`src/rtl/cache2way_controller.sv`:
```
// cache2way_controller: two-way set-associative cache controller with LRU, writeback and refill
module cache2way_controller #(
  parameter int INDEX_BIT = 10,
  parameter int BLOCK_SIZE_WORDS = 4,
  parameter int TAG_BIT = 20,
  parameter int TOTAL_TAG_SIZE_BIT = 23
) (
  input  logic                          clk,
  input  logic                          rst,
  input  logic                          cpu_req,
  input  logic                          cpu_we,
  input  logic [31:0]                   cpu_addr,
  input  logic [31:0]                   cpu_wdata,
  output logic [31:0]                   cpu_rdata,
  output logic                          cpu_ready,
  output logic [INDEX_BIT-1:0]          ram_index,
  input  logic [TOTAL_TAG_SIZE_BIT-1:0] tag0_rdata,
  input  logic [TOTAL_TAG_SIZE_BIT-1:0] tag1_rdata,
  output logic [TOTAL_TAG_SIZE_BIT-1:0] tag0_wdata,
  output logic [TOTAL_TAG_SIZE_BIT-1:0] tag1_wdata,
  output logic                          tag0_we,
  output logic                          tag1_we,
  input  logic [32*BLOCK_SIZE_WORDS-1:0] data0_rdata,
  input  logic [32*BLOCK_SIZE_WORDS-1:0] data1_rdata,
  output logic [32*BLOCK_SIZE_WORDS-1:0] data0_wdata,
  output logic [32*BLOCK_SIZE_WORDS-1:0] data1_wdata,
  output logic                          data0_we,
  output logic                          data1_we,
  output logic                          mem_req,
  output logic                          mem_we,
  output logic [31:0]                   mem_addr,
  output logic [32*BLOCK_SIZE_WORDS-1:0] mem_wdata,
  input  logic [32*BLOCK_SIZE_WORDS-1:0] mem_rdata,
  input  logic                          mem_ready,
  output logic [31:0]                   hit_count,
  output logic [31:0]                   miss_count
);
  localparam int LW = 32*BLOCK_SIZE_WORDS;
  localparam int SW = $clog2(LW);
  localparam int V = TOTAL_TAG_SIZE_BIT-1;
  localparam int U = V-1;
  localparam int D = V-2;
  typedef enum logic [2:0] {IDLE, LOOKUP, WRITEBACK, REFILL, FILL} state_t;
  state_t state, state_n;
  logic we_r, vway, h0, h1, hit, victim, vdirty;
  logic [31:0] addr_r, wdata_r;
  logic [TAG_BIT-1:0] vtag, rtag;
  logic [INDEX_BIT-1:0] ridx;
  logic [SW-1:0] sel;
  logic [LW-1:0] line_r, hline, mline, fline;
  logic [TOTAL_TAG_SIZE_BIT-1:0] vt;
  assign rtag = addr_r[31 -: TAG_BIT];
  assign ridx = addr_r[2 +: INDEX_BIT];
  assign sel = SW'(LW-1) - SW'({addr_r[1:0], 5'd0});
  // hit detection, victim choice, line merges, and FSM next-state/outputs
  always_comb begin
    h0 = tag0_rdata[V] && tag0_rdata[TAG_BIT-1:0] == rtag;
    h1 = tag1_rdata[V] && tag1_rdata[TAG_BIT-1:0] == rtag;
    hit = h0 || h1;
    victim = tag0_rdata[V] && (!tag1_rdata[V] || (tag0_rdata[U] && !tag1_rdata[U]));
    vdirty = victim ? tag1_rdata[V] && tag1_rdata[D] : tag0_rdata[V] && tag0_rdata[D];
    hline = h0 ? data0_rdata : data1_rdata;
    mline = hline;
    if (we_r) mline[sel -: 32] = wdata_r;
    fline = line_r;
    if (we_r) fline[sel -: 32] = wdata_r;
    vt = {1'b1, 1'b1, we_r, rtag};
    state_n = state;
    cpu_ready = 1'b0;
    cpu_rdata = '0;
    ram_index = state == IDLE ? (cpu_req ? cpu_addr[2 +: INDEX_BIT] : '0) : ridx;
    tag0_we = 1'b0;
    tag1_we = 1'b0;
    tag0_wdata = '0;
    tag1_wdata = '0;
    data0_we = 1'b0;
    data1_we = 1'b0;
    data0_wdata = '0;
    data1_wdata = '0;
    mem_req = 1'b0;
    mem_we = 1'b0;
    mem_addr = '0;
    mem_wdata = '0;
    case (state)
      IDLE: state_n = cpu_req ? LOOKUP : IDLE;
      LOOKUP: begin
        if (hit) begin
          cpu_ready = 1'b1;
          cpu_rdata = hline[sel -: 32];
          tag0_we = 1'b1;
          tag1_we = 1'b1;
          tag0_wdata = h0 ? {tag0_rdata[V], 1'b1, tag0_rdata[D] | we_r, tag0_rdata[TAG_BIT-1:0]}
                          : {tag0_rdata[V], 1'b0, tag0_rdata[D:0]};
          tag1_wdata = !h0 ? {tag1_rdata[V], 1'b1, tag1_rdata[D] | we_r, tag1_rdata[TAG_BIT-1:0]}
                           : {tag1_rdata[V], 1'b0, tag1_rdata[D:0]};
          data0_we = we_r && h0;
          data1_we = we_r && !h0;
          data0_wdata = mline;
          data1_wdata = mline;
          state_n = IDLE;
        end else state_n = vdirty ? WRITEBACK : REFILL;
      end
      WRITEBACK: begin
        mem_req = 1'b1;
        mem_we = 1'b1;
        mem_addr = {vtag, ridx, 2'b00};
        mem_wdata = line_r;
        state_n = mem_ready ? REFILL : WRITEBACK;
      end
      REFILL: begin
        mem_req = 1'b1;
        mem_addr = {rtag, ridx, 2'b00};
        state_n = mem_ready ? FILL : REFILL;
      end
      FILL: begin
        cpu_ready = 1'b1;
        cpu_rdata = fline[sel -: 32];
        tag0_we = 1'b1;
        tag1_we = 1'b1;
        tag0_wdata = vway ? {tag0_rdata[V], 1'b0, tag0_rdata[D:0]} : vt;
        tag1_wdata = vway ? vt : {tag1_rdata[V], 1'b0, tag1_rdata[D:0]};
        data0_we = !vway;
        data1_we = vway;
        data0_wdata = fline;
        data1_wdata = fline;
        state_n = IDLE;
      end
      default: state_n = IDLE;
    endcase
    if (rst) begin
      cpu_ready = 1'b0;
      tag0_we = 1'b0;
      tag1_we = 1'b0;
      data0_we = 1'b0;
      data1_we = 1'b0;
    end
  end
  // state register, request latch, victim capture, refill capture and event counters
  always_ff @(posedge clk) begin
    if (rst) begin
      state <= IDLE;
      we_r <= 1'b0;
      addr_r <= '0;
      wdata_r <= '0;
      vway <= 1'b0;
      vtag <= '0;
      line_r <= '0;
      hit_count <= '0;
      miss_count <= '0;
    end else begin
      state <= state_n;
      if (state == IDLE && cpu_req) begin
        we_r <= cpu_we;
        addr_r <= cpu_addr;
        wdata_r <= cpu_wdata;
      end
      if (state == LOOKUP && hit) hit_count <= hit_count + 32'd1;
      if (state == LOOKUP && !hit) begin
        miss_count <= miss_count + 32'd1;
        vway <= victim;
        vtag <= victim ? tag1_rdata[TAG_BIT-1:0] : tag0_rdata[TAG_BIT-1:0];
        line_r <= victim ? data1_rdata : data0_rdata;
      end
      if (state == REFILL && mem_ready) line_r <= mem_rdata;
    end
  end
endmodule
```
`config.mk`:
```
export PLATFORM = sky130hd
export DESIGN_NAME = cache2way_controller
export DESIGN_NICKNAME = d
export VERILOG_FILES = /design/src/rtl/cache2way_controller.sv
export SDC_FILE = /design/constraint.sdc
export NUM_CORES = 1
export LEC_CHECK = 0
export ABC_AREA = 1
export CAP_MARGIN = 20
export CELL_PAD_IN_SITES_DETAIL_PLACEMENT = 0
export CELL_PAD_IN_SITES_GLOBAL_PLACEMENT = 1
export CORE_AREA = 2 2 420 422
export CTS_CLUSTER_SIZE = 14
export DETAILED_ROUTE_END_ITERATION = 12
export DIE_AREA = 0 0 422 424
export PLACE_DENSITY_LB_ADDON = 0.1
export SLEW_MARGIN = 15
export SYNTH_ARGS = -nofsm -noshare
export SYNTH_HDL_FRONTEND = slang
export SYNTH_SLANG_ARGS = --single-unit
```
`constraint.sdc`:
```
create_clock -name clk -period 6.1 [get_ports clk]
set_input_delay 1.525 -clock clk [delete_from_list [all_inputs] [get_ports clk]]
set_output_delay 1.525 -clock clk [all_outputs]
set_load 0.01 [all_outputs]
```
After elaboration in Yosys (flattened, before gate mapping) --
Cells that the tools add are included. Widths: inputs -> output; s select.
Word-level totals: register bits 281, bits in latches 0, bits in writable memories 0, bits in read-only memories 0, word-level logic and storage cells 90, memories 0
Cells by class: add/subtract/negate cells 4, multipliers 0, div/mod/pow operators 0, order comparisons 0, eq/ne operators 6, shifts and indexed selects 4, mux-type cells 43, bitwise gates (word level) 2, reductions and logical operators 22
Operator list (number):
- $mux 128 | 8
- $shiftx 159x8->32 | 2
- $bwmux 128 | 2
- $pmux 128 s2 | 1
- $shift 32x9->159 const A | 1
- $shiftx 32x9->159 | 1
- $pmux 32 s2 | 2
- $mux 23 | 4
- $pmux 23 s2 | 2
- $add 32x1->32 const B | 2
- $mux 22 | 2
- $eq 20x20->1 | 2
- $mux 32 | 1
- $mux 10 | 2
- $mux 20 | 1
- $logic_and 1x1->1 | 12
- $mux 1 | 12
- $pmux 3 s4 | 1
- $neg 7->9 | 1
- $sub 7x7->7 const A | 1
- $eq 3x2->1 const B | 2
- $pmux 1 s2 | 3
- $logic_not 1->1 | 5
- $eq 3x1->1 const B | 1
- 8 further kinds | 10

Longest topological paths before layout --
word-level depth 8, gate-level depth with buffers 16, depth with buffers taken out 14

Worst setup path before layout --
OpenSTA, ideal clock, no wires.
path kind input -> output, from input port tag0_rdata[15], to output port data1_wdata[37], data arrival time 3092 ps, setup slack 1483 ps, cell stages on the path 15, cells stage by stage inv_2 nand2_1 nand2_1 nor2_1 nand2_1 nor2_1 nand3_2 nand2_1 nand2_1 inv_2 buf_6 buf_4 nand2_1 o22ai_1 buf_4
Between the ends: longest elaborated chain between the ends 7, elaborated cells between the ends (all ways) 8, those cells by class eq/ne (1); mux (5); reduce/logical (2)
Ends and longest elaborated chain:
- start, declared | line 17 | input logic [TOTAL_TAG_SIZE_BIT-1:0] tag0_rdata,
- $eq 20x20->1 * | line 57 | h0 = tag0_rdata[V] && tag0_rdata[TAG_BIT-1:0] == rtag;
- $logic_and 1x1->1 * | line 57
- $mux 128 | line 62 | hline = h0 ? data0_rdata : data1_rdata;
- $bwmux 128 | line 64 | if (we_r) mline[sel -: 32] = wdata_r;
- $mux 128 | line 64
- $mux 128 *
- $pmux 128 s2 *
- end, declared | line 26 | output logic [32*BLOCK_SIZE_WORDS-1:0] data1_wdata,
Every way passes the cells marked *; elsewhere a longest branch is shown, timed or not.

Worst setup path in the final report --
from input port tag0_rdata[10], to output port cpu_rdata[16]
Between the ends: longest elaborated chain between the ends 6, elaborated cells between the ends (all ways) 7, those cells by class eq/ne (1); shift (1); mux (3); reduce/logical (2)
Ends and longest elaborated chain:
- $eq 20x20->1 * | line 57
- $logic_and 1x1->1 * | line 57
- $mux 128 | line 62
- $shiftx 159x8->32 | line 89 | cpu_rdata = hline[sel -: 32];
- $mux 32 * | line 87 | if (hit) begin
- $pmux 32 s2 * | line 84 | case (state)
- end, declared | line 14 | output logic [31:0] cpu_rdata,
Marked as above.

==> metrics.log <==
INFO  metric syn_inst_count = 4,691
INFO  metric power_frac_comb = 39.2%
INFO  metric timing.critical_path.arrival = 4.50 ns
INFO  metric crit_slowest_cell = sky130_fd_sc_hd__clkdlybuf4s50_1
INFO  metric num_rows = 154
INFO  metric port_buffers = 1,071
INFO  metric share_clk_of_total_power = 34.5%
INFO  metric drt_first_pass_iters = 6
INFO  metric worst_path_most_repeated_cell = sky130_fd_sc_hd__buf_12
INFO  metric total_leakage_power = 20.4 nW
INFO  metric setup_tns = 0 ns
INFO  metric crit_path_max_incr_delay = 0.51 ns
INFO  metric max_cap_viol_count = 0
INFO  metric yosysTopAreaCellShare = 22.0%
INFO  metric synth-seq-area-share = 22.0%
INFO  metric power_frac_seq = 26.3%
INFO  metric final_core_util = 25.2%
INFO  metric drc_errors = 0
INFO  metric detail_route.wirelength = 253,000 um
INFO  metric netlist_area = 25,600 um^2
INFO  metric synth_area_per_cell = 5.45 um^2
INFO  metric grtUsageTotal = 27.0%
INFO  metric area_growth_syn_to_layout = 72.7%
INFO  metric p_int = 5.05 mW
INFO  metric min_period_over_period = 98.7%
INFO  metric critical_path_cell_by_cell = clkdlybuf4s50_1 -> inv_1 -> nand2_1 -> nand2_2 -> nor2_4 -> nand2_1 -> nor2_4 -> buf_6 -> buf_12 -> buf_16 -> buf_12 -> buf_6 -> nand4_1 -> buf_4 -> nand3_2 -> nand2_2 -> inv_2 -> buf_12 -> nand2_1 -> nand2_2 -> buf_12
INFO  metric die_width = 422 um
INFO  metric critPathMaxFanout = 9
INFO  metric achievable-frequency = 0.166 GHz
INFO  metric clk_slew_on_worst_s_h_paths = 0.05 ns
INFO  metric via_per_inst = 4.57
INFO  metric initial_core_util = 14.6%
INFO  metric slew_headroom = 21.2%
INFO  metric report.final.setup_viol = 0
INFO  metric final_period_minus_worst_setup_slack = 6.02 ns
INFO  metric cts_made_buffers = 47
INFO  metric detailed_place_hpwl = 200,000 um
INFO  metric worst-path-buf-inv = 11
INFO  metric path_delay_family = buffers and inverters
INFO  metric top_reg_cell_synth = sky130_fd_sc_hd__dfxtp_1
INFO  metric postRouteAntennaNets = 0
INFO  metric max-clock-path-buffers = 3
INFO  metric fin_cells = 8,236
INFO  metric hold_violations = 0
INFO  metric grt-ovfl-total = 0
INFO  metric die-height = 424 um
INFO  metric num_vias = 37,600
INFO  metric synth.ff_latch_count = 281
INFO  metric pin_count_of_the_biggest_net_entering_global_routing = 127
INFO  metric asyncSetResetFlopFracSynth = 0%
INFO  metric clkLatencyLatePin = 0.67 ns
INFO  metric drt_iter0_drc = 3,078
INFO  metric criticalPathCategory = input port to primary output
INFO  metric clkSinkCount = 281
INFO  metric io_pins = 1,074
INFO  metric post_route_cells_drive_above_1_share = 13.3%
INFO  metric netlist.top_cell.by_area = sky130_fd_sc_hd__dfxtp_1
INFO  metric start_kind = input port
INFO  metric routabilityCongestion = 0.909
INFO  metric cts_root_buf = sky130_fd_sc_hd__clkbuf_16
INFO  metric timing_max_transition_violations_final = 0
INFO  metric synthesis.yosys.warnings = 0
INFO  metric worstMarginPinSlew = 1.17 ns
INFO  metric worst_slack = 0.0779 ns
INFO  metric routedWlPerCell = 30.7 um
INFO  metric synthTopCellsByCount = 1,265 x sky130_fd_sc_hd__nand2_1, 786 x sky130_fd_sc_hd__nor2_1, 338 x sky130_fd_sc_hd__inv_1
INFO  metric power-per-cell-area = 201 nW/um^2
INFO  metric fin_skew = 0.0274 ns
INFO  metric vdd_drop_max = 0.000204 V
INFO  metric floorplan.die_area = 179,000 um^2
INFO  metric synth_edf_count = 0
INFO  metric worstHoldPathCells = 2
INFO  metric pre_cts_slack = -0.808 ns
INFO  metric setup_crit_end_kind = primary output
INFO  metric grt_antenna_before_repair = 49
INFO  metric tritoncts = built
INFO  metric yosysMostFrequentCell = sky130_fd_sc_hd__nand2_1
INFO  metric cp.depth = 21
INFO  metric placed_cells = 8,074
INFO  metric synth.top_cells.by_area = sky130_fd_sc_hd__dfxtp_1 22%, sky130_fd_sc_hd__nand2_1 19%, sky130_fd_sc_hd__nor2_1 12%
INFO  metric reg2reg_depth = 11
INFO  metric result_of_the_run = finished clean
INFO  metric worst-endpoint-required = 4.58 ns
INFO  metric power_switching = 3.84 mW
INFO  metric hold_class = flop to flop
INFO  metric fin_nets = 6,343
INFO  metric grt_first_pass_wirelength = 334,000 um
INFO  metric clock_tree.htree_level_count = 2
INFO  metric swShare = 43.2%
INFO  metric core_area = 175,000 um^2
INFO  metric vias_in_the_first_global_route = 37,400
INFO  metric grt_setup_unrepaired = true
INFO  metric ys_types = 39
-- cells by family (layout without fill, tap and decap cells) --
| logic type | count (synthesis) | after routing | share of synthesized area [%] |
|---|---|---|---|
| and+or+nand+nor | 2600 | 2600 | 41.9 |
| AOI/OAI and AO/OA | 929 | 929 | 19.6 |
| buffers and inverters | 838 | 2023 | 15.1 |
| DFF | 281 | 281 | 22.0 |
| xor gates and xnor gates | 40 | 40 | 1.37 |
| adders and majority gates | 2 | 2 | 0.0978 |
| other | 1 | 21 | 0.0147 |
-- routing by layer --
metal,routed length [um],track usage [%],vias to the layer above
li1,-,-,17600
met2,124000,47.4,1376
met4,12600,12.3,12
met5,74,0,-
met3,12900,4.15,329
met1,104000,32.2,18300
-- flip-flops by register name, indices dropped and copies added (netlist names) --
| signal | cells |
|---|---|
| we_r | 1 |
| miss_count | 32 |
| line_r | 128 |
| addr_r | 32 |
| hit_count | 32 |
| vway | 1 |
| wdata_r | 32 |
| vtag | 20 |
| state | 3 |
-- path summary, 6_finish.rpt --
kind                                       startpoint                  endpoint  slack (ns)
worst max register to register    state[2]$_SDFF_PP0_  line_r[108]$_SDFFE_PP0P_        2.36
worst min-delay path            vtag[12]$_SDFFE_PP0P_     vtag[12]$_SDFFE_PP0P_        0.45
worst max-delay path                   tag0_rdata[10]             cpu_rdata[16]        0.08
worst min register to register  vtag[12]$_SDFFE_PP0P_     vtag[12]$_SDFFE_PP0P_        0.45
-- layout make-up --
class	instances	area [um^2]
Multi-Input combinational cell	3573	16700
Sequential cell	281	5630
Clock inverter	14	265
Clock buffer	70	1400
Inverter	372	1440
Tap cell	2340	2930
Antenna cell	19	47.5
Fill cell	20100	131000
Timing Repair Buffer	1567	15800
-- metrics by stage --
stage                     hold WS (ns)  area [um^2]  power, mW
after floorplan                  0.430        25600       3.73
after global placement           0.442        40900       5.82
after detailed placement         0.448        40900       5.81
after CTS                        0.457        43500       9.02
after global routing             0.473        44200       9.29
final                            0.450        44200       8.89
-- layout by cell type (no fill, tap or decap), types with 12 or more instances in the layout --
cell type	count
sky130_fd_sc_hd__nand2_1	1216
sky130_fd_sc_hd__nor2_4	13
sky130_fd_sc_hd__a31oi_1	130
sky130_fd_sc_hd__inv_2	30
sky130_fd_sc_hd__buf_4	413
sky130_fd_sc_hd__nand3_2	24
sky130_fd_sc_hd__nand3_1	289
sky130_fd_sc_hd__diode_2	19
sky130_fd_sc_hd__o21ai_1	201
sky130_fd_sc_hd__xor2_1	29
sky130_fd_sc_hd__dfxtp_1	281
sky130_fd_sc_hd__o22ai_1	33
sky130_fd_sc_hd__o21bai_1	35
sky130_fd_sc_hd__o21ai_0	300
sky130_fd_sc_hd__buf_12	75
sky130_fd_sc_hd__nand2_2	45
sky130_fd_sc_hd__nand4_1	163
sky130_fd_sc_hd__buf_6	16
sky130_fd_sc_hd__dlygate4sd2_1	177
sky130_fd_sc_hd__clkdlybuf4s50_1	743
sky130_fd_sc_hd__a21oi_1	196
sky130_fd_sc_hd__nor3_1	39
sky130_fd_sc_hd__clkbuf_16	51
sky130_fd_sc_hd__nor2_1	765
sky130_fd_sc_hd__inv_1	330
sky130_fd_sc_hd__clkbuf_8	12
sky130_fd_sc_hd__dlymetal6s2s_1	107
-- power groups by stage --
stage | Sequential, mW | Clock (mW) | Combinational [mW]
after detailed placement | 2.37 | 0 | 3.44
final | 2.34 | 3.07 | 3.48
after global routing | 2.36 | 3.23 | 3.69
after CTS | 2.33 | 3.18 | 3.50
after floorplan | 2.25 | 0 | 1.48
after global placement | 2.37 | 0 | 3.45
-- worst register-to-register path: stages, from the launching register on --
cell	delay, ns
sky130_fd_sc_hd__dfxtp_1	0.48
sky130_fd_sc_hd__nor2_1	0.13
sky130_fd_sc_hd__inv_1	0.43
sky130_fd_sc_hd__nor2_1	0.11
sky130_fd_sc_hd__inv_2	0.49
sky130_fd_sc_hd__nor2_1	0.23
sky130_fd_sc_hd__inv_8	0.36
sky130_fd_sc_hd__buf_4	0.77
sky130_fd_sc_hd__nor2_1	0.29
sky130_fd_sc_hd__a31oi_1	0.20
sky130_fd_sc_hd__nor2_1	0.07
sky130_fd_sc_hd__nor2_1	0.10
-- repair_timing --
action | CTS | global route
endpoints found under the hold margin | 0 | 0
gates resized for setup | 329 | 167
pin swaps | 26 | 31
hold buffers | 0 | 0
buffers inserted | 32 | 15
cloned | 10 | 3
endpoints found under the setup margin | 323 | 204
(Power assumes the default switching activity.)
